===== src/rtl/retire_rob_pkg.sv =====
// Shared types for the retire reorder buffer: physical register tag, default depth
// and the per-entry record.
package Types;

  localparam int ROB_DEPTH_DEFAULT = 16;
  localparam int PREG_W            = 7;

  typedef logic [PREG_W-1:0] p_reg;

  typedef struct packed {
    logic valid;
    logic done;
    p_reg pdst;
    p_reg old_pdst;
  } rob_entry_t;

endpackage


===== src/rtl/retire_rob_select.sv =====
// In-order retire selection over the two oldest ROB entries; slot 1 may only retire
// behind slot 0. Yields the retire count and the PRegs to free.
module retire_rob_select
  import Types::*;
(
  input  rob_entry_t head_e   [0:1],
  output logic       ret_vld  [0:1],
  output p_reg       ret_preg [0:1],
  output logic [1:0] ret_cnt
);

  // The new mapping is not needed to retire; only the previous mapping is freed.
  logic pdst_unused;
  assign pdst_unused = ^{head_e[0].pdst, head_e[1].pdst};

  always_comb begin
    ret_vld[0]  = head_e[0].valid & head_e[0].done;
    ret_vld[1]  = ret_vld[0] & head_e[1].valid & head_e[1].done;
    ret_preg[0] = ret_vld[0] ? head_e[0].old_pdst : '0;
    ret_preg[1] = ret_vld[1] ? head_e[1].old_pdst : '0;
    ret_cnt     = {1'b0, ret_vld[0]} + {1'b0, ret_vld[1]};
  end

endmodule


===== src/rtl/retire_rob.sv =====
// Two-wide allocate/complete/retire reorder buffer returning old PRegs to rename.
// Optional build macro RETIRE_ROB_STATS_EN adds the o_retired_total counter port.
module retire_rob
  import Types::*;
#(
  parameter int ROB_DEPTH = ROB_DEPTH_DEFAULT,
  parameter int TAG_W     = $clog2(ROB_DEPTH)
) (
  input  logic             i_clk,
  input  logic             i_rst_n,
  input  logic             i_alloc_valid    [0:1],
  input  p_reg             i_alloc_pdst     [0:1],
  input  p_reg             i_alloc_old_pdst [0:1],
  output logic             o_alloc_ready,
  output logic [TAG_W-1:0] o_alloc_tag      [0:1],
  input  logic             i_cmpl_valid     [0:1],
  input  logic [TAG_W-1:0] i_cmpl_tag       [0:1],
  output p_reg             o_free_PRegs     [0:1],
  output logic             o_retire_valid   [0:1],
  output logic [TAG_W:0]   o_count
`ifdef RETIRE_ROB_STATS_EN
  ,
  output logic [31:0]      o_retired_total
`endif
);

  logic [TAG_W-1:0]     head_q, tail_q;
  logic [TAG_W:0]       count_q;
  logic [ROB_DEPTH-1:0] valid_q, done_q;
  p_reg                 pdst_q [ROB_DEPTH];
  p_reg                 old_q  [ROB_DEPTH];

  logic                 wr_en    [0:1];
  logic [TAG_W-1:0]     head_idx [0:1];
  logic [1:0]           n_alloc;
  rob_entry_t           head_e   [0:1];
  logic                 ret_vld  [0:1];
  p_reg                 ret_preg [0:1];
  logic [1:0]           ret_cnt;
  logic                 ret_vld_p1  [0:1];
  p_reg                 free_p1     [0:1];

  // Credit comes only from registered occupancy, never from same-cycle retirement.
  assign o_alloc_ready  = (count_q <= (TAG_W+1)'(ROB_DEPTH - 2));
  assign o_alloc_tag[0] = tail_q;
  assign o_alloc_tag[1] = i_alloc_valid[0] ? tail_q + TAG_W'(1) : tail_q;

  assign wr_en[0]    = o_alloc_ready & i_alloc_valid[0];
  assign wr_en[1]    = o_alloc_ready & i_alloc_valid[1];
  assign n_alloc     = {1'b0, wr_en[0]} + {1'b0, wr_en[1]};
  assign head_idx[0] = head_q;
  assign head_idx[1] = head_q + TAG_W'(1);

  always_comb begin
    for (int i = 0; i < 2; i++) begin
      head_e[i].valid    = valid_q[head_idx[i]];
      head_e[i].done     = done_q[head_idx[i]];
      head_e[i].pdst     = pdst_q[head_idx[i]];
      head_e[i].old_pdst = old_q[head_idx[i]];
    end
  end

  retire_rob_select u_select (
    .head_e   (head_e),
    .ret_vld  (ret_vld),
    .ret_preg (ret_preg),
    .ret_cnt  (ret_cnt)
  );

  // Stage p0 -> p1: control state update and registered retire outputs.
  // Later writes win: completion < allocation < retire invalidation.
  always_ff @(posedge i_clk or negedge i_rst_n) begin
    if (!i_rst_n) begin
      head_q     <= '0;
      tail_q     <= '0;
      count_q    <= '0;
      valid_q    <= '0;
      done_q     <= '0;
      ret_vld_p1 <= '{default: 1'b0};
      free_p1    <= '{default: '0};
    end else begin
      for (int i = 0; i < 2; i++) begin
        if (i_cmpl_valid[i] && valid_q[i_cmpl_tag[i]]) done_q[i_cmpl_tag[i]] <= 1'b1;
      end
      for (int i = 0; i < 2; i++) begin
        if (wr_en[i]) begin
          valid_q[o_alloc_tag[i]] <= 1'b1;
          done_q[o_alloc_tag[i]]  <= 1'b0;
        end
      end
      for (int i = 0; i < 2; i++) begin
        if (ret_vld[i]) begin
          valid_q[head_idx[i]] <= 1'b0;
          done_q[head_idx[i]]  <= 1'b0;
        end
      end
      tail_q     <= tail_q + TAG_W'(n_alloc);
      head_q     <= head_q + TAG_W'(ret_cnt);
      count_q    <= count_q + (TAG_W+1)'(n_alloc) - (TAG_W+1)'(ret_cnt);
      ret_vld_p1 <= ret_vld;
      free_p1    <= ret_preg;
    end
  end

  always_ff @(posedge i_clk) begin
    for (int i = 0; i < 2; i++) begin
      if (wr_en[i]) begin
        pdst_q[o_alloc_tag[i]] <= i_alloc_pdst[i];
        old_q[o_alloc_tag[i]]  <= i_alloc_old_pdst[i];
      end
    end
  end

  assign o_retire_valid = ret_vld_p1;
  assign o_free_PRegs   = free_p1;
  assign o_count        = count_q;

`ifdef RETIRE_ROB_STATS_EN
  logic [31:0] total_q;

  always_ff @(posedge i_clk or negedge i_rst_n) begin
    if (!i_rst_n) total_q <= '0;
    else          total_q <= total_q + 32'(ret_cnt);
  end

  assign o_retired_total = total_q;
`endif

endmodule


===== config.mk =====
export PLATFORM = sky130hd
export DESIGN_NAME = retire_rob
export DESIGN_NICKNAME = d
export VERILOG_FILES = /design/src/rtl/retire_rob_pkg.sv /design/src/rtl/retire_rob_select.sv /design/src/rtl/retire_rob.sv
export SDC_FILE = /design/constraint.sdc
export NUM_CORES = 1
export LEC_CHECK = 0
export ABC_CLOCK_PERIOD_IN_PS = 5850
export CORE_ASPECT_RATIO = 0.6
export CORE_MARGIN = 1
export CORE_UTILIZATION = 47
export CTS_CLUSTER_DIAMETER = 40
export DETAILED_ROUTE_END_ITERATION = 10
export GPL_TIMING_DRIVEN = 0
export PLACE_DENSITY = 0.77
export RECOVER_POWER = 25
export SLEW_MARGIN = 20
export SYNTH_ARGS = -nofsm -noshare
export SYNTH_HDL_FRONTEND = slang
export SYNTH_SLANG_ARGS = --single-unit
export TNS_END_PERCENT = 20

===== constraint.sdc =====
create_clock -name i_clk -period 5.85 [get_ports i_clk]
set_input_delay 1.17 -clock i_clk [delete_from_list [all_inputs] [get_ports i_clk]]
set_output_delay 1.17 -clock i_clk [all_outputs]
set_load 0.02 [all_outputs]

**Yosys cells after proc, flatten, opt, wreduce, memory -nomap -nowiden**

Memory sizes are Yosys's and may differ from the RTL's.
Cells that the tools add are included.

- Register bits after elaboration: 61
- Bits in latches: 0
- RAM bits: 112
- Bits in read-only memories: 0
- Bits of input ports: 42
- Output and inout port bits: 30
- Logic and storage cells: 99
- Memories: 1

Memory list:

| memory | words | bits a word | rd ports | clocked after Yosys merged registers in | wr ports | line | source |
|---|---|---|---|---|---|---|---|
| old_q | 16 | 7 | 2 | 0 | 2 | retire_rob.sv:31 | `p_reg old_q [ROB_DEPTH];` |

- Add/sub/neg operators: 8
- Multipliers: 0
- Divide/modulo/power cells: 0
- Order comparisons: 13
- Eq/ne operators: 0
- Shift-type cells: 0
- Mux-type cells: 41
- Bitwise operators: 19
- Reduce and logical (&&, ||, !) cells: 8

Operators with widths:

| operator | count |
|---|---|
| $mux 16 | 10 |
| $and 16x16->16 | 6 |
| $not 16->16 | 4 |
| $or 16x16->16 | 4 |
| $lt 4x5->1 const B | 6 |
| $bmux 1 s4 | 6 |
| $demux 1 s4 | 6 |
| $ge 4x1->1 const B | 6 |
| $mux 1 | 16 |
| $mux 7 | 2 |
| $add 4x1->4 const B | 2 |
| $add 4x2->4 | 2 |
| $logic_and 1x1->1 | 8 |
| $add 5x2->5 | 1 |
| $and 1x1->1 | 5 |
| $le 5x4->1 const B | 1 |
| $sub 5x2->5 | 1 |
| $add 1x1->2 | 2 |
| $mux 4 | 1 |

**Logic depth before layout (Yosys ltp)**

Gate-level depths: netlist (run 1).

- Depth after elaboration: 16
- Mapped depth: 17
- Depth with buffers taken out: 14

**Hierarchy**

Synthesis (run 1) repeated with hierarchy kept, for this count alone.

- Cells, all modules: 1115
- Area total of the unflattened synthesis: 17859.6 µm²

Modules (own cells, without submodules):

| module | times used | cells each | area an instance (µm²) | sequential area each (µm²) |
|---|---|---|---|---|
| retire_rob | 1 | 1096 | 17708.2 | 8252.9 |
| retire_rob_select | 1 | 19 | 151.4 | 0.0 |

**Least setup slack after synthesis (run 1)**

Ideal clock, no wire load.

- Path kind: reg-to-reg
- Start point: reg head_q[0]
- End point: reg count_q[4] (netlist: o_count[4])
- Library setup time: 80 ps
- Arrival time: 3895 ps
- Required time: 5770 ps
- Slack: 1875 ps
- Stages on the path, launching flop included: 18
- Buffers on the path: 3
- Period minus slack after synthesis: 3975 ps
- Cells stage by stage: dfrtp_1 -> buf_4 -> inv_1 -> ha_1 -> buf_2 -> buf_2 -> nand3_1 -> o2111ai_1 -> nand4_1 -> a211oi_2 -> ha_1 -> ha_1 -> inv_1 -> ha_1 -> fa_1 -> a21o_1 -> a21oi_1 -> xnor2_1

RTL lines:

| what | line | source |
|---|---|---|
| start, declared | retire_rob.sv:27 | `logic [TAG_W-1:0] head_q, tail_q;` |
| start signal, assigned | retire_rob.sv:98 | `head_q <= head_q + TAG_W'(ret_cnt);` |
| end signal, assigned | retire_rob.sv:99 | `count_q <= count_q + (TAG_W+1)'(n_alloc) - (TAG_W+1)'(ret_cnt);` |
| end, declared | retire_rob.sv:28 | `logic [TAG_W:0] count_q;` |

==> run summary, run 1 <==
Remaining DRCs -> 0
Final setup fails -> 0
Final GP Congestion -> 0.918
Global route overflow -> 0
Top cell type's share of synthesized area -> 0.313
Crit Path Max Fanout -> 10
Synth area leaders -> edfxtp_1, mux4_2, dfrtp_1
Run status -> complete, but fails checks
Cell count after synthesis -> 786
Die Width -> 197 µm
Hold buffers post-CTS -> 0
Seq/Total Area, Yosys -> 0.456
CP arrival -> 5800 ps
Largest net degree at the start of global routing -> 53
Final Hold Viols -> 0
Yosys warning count -> 0
Wirelength, routed -> 32.1 mm
Root buffer cell -> clkbuf_16
Detailed Place HPWL -> 22.1 mm
Share of layout cells above drive strength 1 -> 0.329
DR pass1 iterations -> 5
Hold Slack -> 538 ps
Crit path kind -> reg2reg
F_max -> 0.184 GHz
CTS Sinks -> 173
CTS tree -> yes
Setup_tns -> 0 ps
Post-synth EDFFs -> 112
Crit share post-route -> 0.929
CP top delay family -> adder cells
Yosys reg bits -> 173
Number of global-route vias before repair -> 7617
CP Capture Type -> flop
Worst-Margin Slew -> 3200 ps
Via density -> 6.60
GRT Total Usage -> 0.286
RSZ-0062 raised after global routing -> false
Critical Path Most Common Cell -> ha_1
Layout Skew -> 7.67 ps
Core area -> 22200 µm²
Failing checks -> max-capacitance violations, max-slew violations
Net count reported at finish -> 929
Via count -> 7800
Synth cell types -> 83
Cell taking the most area after synthesis -> edfxtp_1
Post-CTS setup repair buffer count -> 0
Io pins -> 72
Num CTS Buffers -> 17
Min cycle time layout -> 5430 ps
Initial DRC count -> 1140
Clk buf depth -> 2
Average cell area after synthesis -> 13.7 µm²
Antenna cells -> 0
Maximum VDD drop -> 0.332 mV
Async SR Flop Fraction -> 0.353
DIE AREA -> 23500 µm²
Clk pin slew, worst setup/hold paths -> 70 ps
Tot Pwr -> 0.00669 W
R2R cell count -> 16
Leak Pwr -> 4.38 nW
# rows -> 42
FF-to-FF Start -> head_q[0]
R2r setup slk -> 420 ps
First-pass GRT wire length -> 48.1 mm
WL per Instance -> 27.1 µm
Worst skew pair latency -> 440 ps
Reg2Reg Capture Point -> o_count[4]
Hold Path Cell Cnt -> 1
HP Class -> reg2reg
Starting density of the core -> 0.483
Pwr Density -> 548 nW/µm²
H-tree lvl count -> 4
Detail Route Antenna Nets -> 0
Top post-synthesis cells by count -> edfxtp_1, mux2_2, mux4_2, dfrtp_1, nand2_1
Critical Path Source Type -> flop
Die height -> 119 µm
Max stage delay cell, worst path -> a211oi_4
Post-Syn Area -> 10700 µm²
Critical path buffer and inverter count -> 4
Max-cap violations -> 1
Area growth syn-to-layout -> 13.9%
Synth Net Count -> 855
Final slew viol count -> 53
Cell chain of the critical path -> buf_4 > inv_1 > ha_1 > clkbuf_1 > nand3_1 > o2111ai_1 > nand4_1 > a211oi_4 > ha_1 > ha_1 > inv_1 > ha_1 > fa_1 > a21o_1 > a21oi_1 > xnor2_1
Critical Path Max Stage Delay -> 860 ps
Relative slew slack -> -1.13
Hold Path Sink -> valid_q[13]
Worst min-delay path startpoint -> valid_q[13]
Post-CTS sizing -> 0
Crit path required time -> 6220 ps
Ys flop type -> edfxtp_1
Initial antenna violation count -> 0
Port Buffers -> 54
[placed cells by master, fill, tap and decap left out, types with 5 or more instances in the layout]
| cell | instances |
|---|---|
| nand3_1 | 24 |
| a211oi_1 | 9 |
| nand2_1 | 44 |
| clkbuf_1 | 29 |
| dfrtp_1 | 61 |
| o2111ai_1 | 5 |
| buf_2 | 22 |
| clkdlybuf4s50_1 | 30 |
| o22ai_1 | 6 |
| nor2_1 | 20 |
| nor3_1 | 9 |
| mux4_2 | 73 |
| a31o_2 | 6 |
| edfxtp_1 | 112 |
| o21ai_0 | 6 |
| or2_2 | 5 |
| nor4_1 | 5 |
| mux2_2 | 112 |
| inv_1 | 20 |
| nor2b_1 | 8 |
| dlygate4sd3_1 | 23 |
| nand2b_1 | 9 |
| xnor2_1 | 8 |
| ha_1 | 23 |
| clkbuf_16 | 17 |
| a311oi_1 | 7 |
| and2_1 | 29 |
| a21oi_1 | 16 |
[worst max-delay path by stage]
| stage | from | end | slack (ps) | cells past startpoint |
|---|---|---|---|---|
| after floorplan | head_q[0] | o_count[4] | 1870 | 17 |
| after global placement | head_q[0] | o_count[4] | 420 | 16 |
| after detailed placement | head_q[0] | o_count[4] | 360 | 16 |
| after CTS | head_q[0] | o_count[4] | 340 | 16 |
| after global routing | head_q[0] | o_count[4] | 250 | 16 |
| final | head_q[0] | o_count[4] | 420 | 16 |
[final cells by class]
type                       instances  area (µm²)
buffer                            57         284
clock buffer                      19         443
clock inverter                    13         116
fill                            1821       10000
inverter                          23        88.8
multi-input combinational        533        5470
sequential                       173        4890
tap                              308         385
timing repair buffer              55         538
[routing by layer]
| layer | wire length [µm] | vias to the layer above | part of all wire | GRT usage |
|---|---|---|---|---|
| met1 | 13500 | 3870 | 0.42 | 0.425 |
| met2 | 12800 | 607 | 0.40 | 0.376 |
| met3 | 4820 | 75 | 0.15 | 0.116 |
| met5 | 0 | - | 0 | 0 |
| li1 | - | 3248 | - | - |
| met4 | 926 | 0 | 0.029 | 0.0906 |
[flip-flops by register name (all words and copies together) (netlist names)]
signal / cells
tail_q: 4
o_free_PRegs: 14
old_q: 112
valid_q: 16
o_count: 5
done_q: 16
head_q: 4
o_retire_valid: 2
[metrics by stage]
stage,instances,setup WS (ps),area (µm²),utilization
2_1_floorplan,786,1870,10700,-
3_3_place_gp,1148,415,11700,0.524
3_5_place_dp,1149,362,11700,0.526
4_1_cts,1181,339,12300,0.551
5_1_grt,1181,245,12200,0.550
6_report,1181,415,12200,0.550
[power by group]
group	total (W)	internal, W	leakage [nW]	switching, W
Combinational	0.00371	0.00161	2.33	0.00211
Sequential	0.00186	0.00163	1.77	0.000237
Clock	0.00111	0.000601	0.277	0.000511
[cells by family (layout without fill, tap and decap cells)]
group	count (synthesis)	in the layout	synth area share
simple gates	197	197	0.108
mux	189	189	0.275
flops	173	173	0.456
compound gates	107	107	0.0793
buf+inv	80	167	0.0365
fa+ha+maj	27	27	0.0343
xor+xnor	13	13	0.0120
Power figures use the tool's default switching activity.
==> run 2, diff against run 1 <==
CTS_CLUSTER_SIZE = 28   (was default)
==> results of run 2 <==
No change in the layout: final DEF, timing and power equal those of run 1.
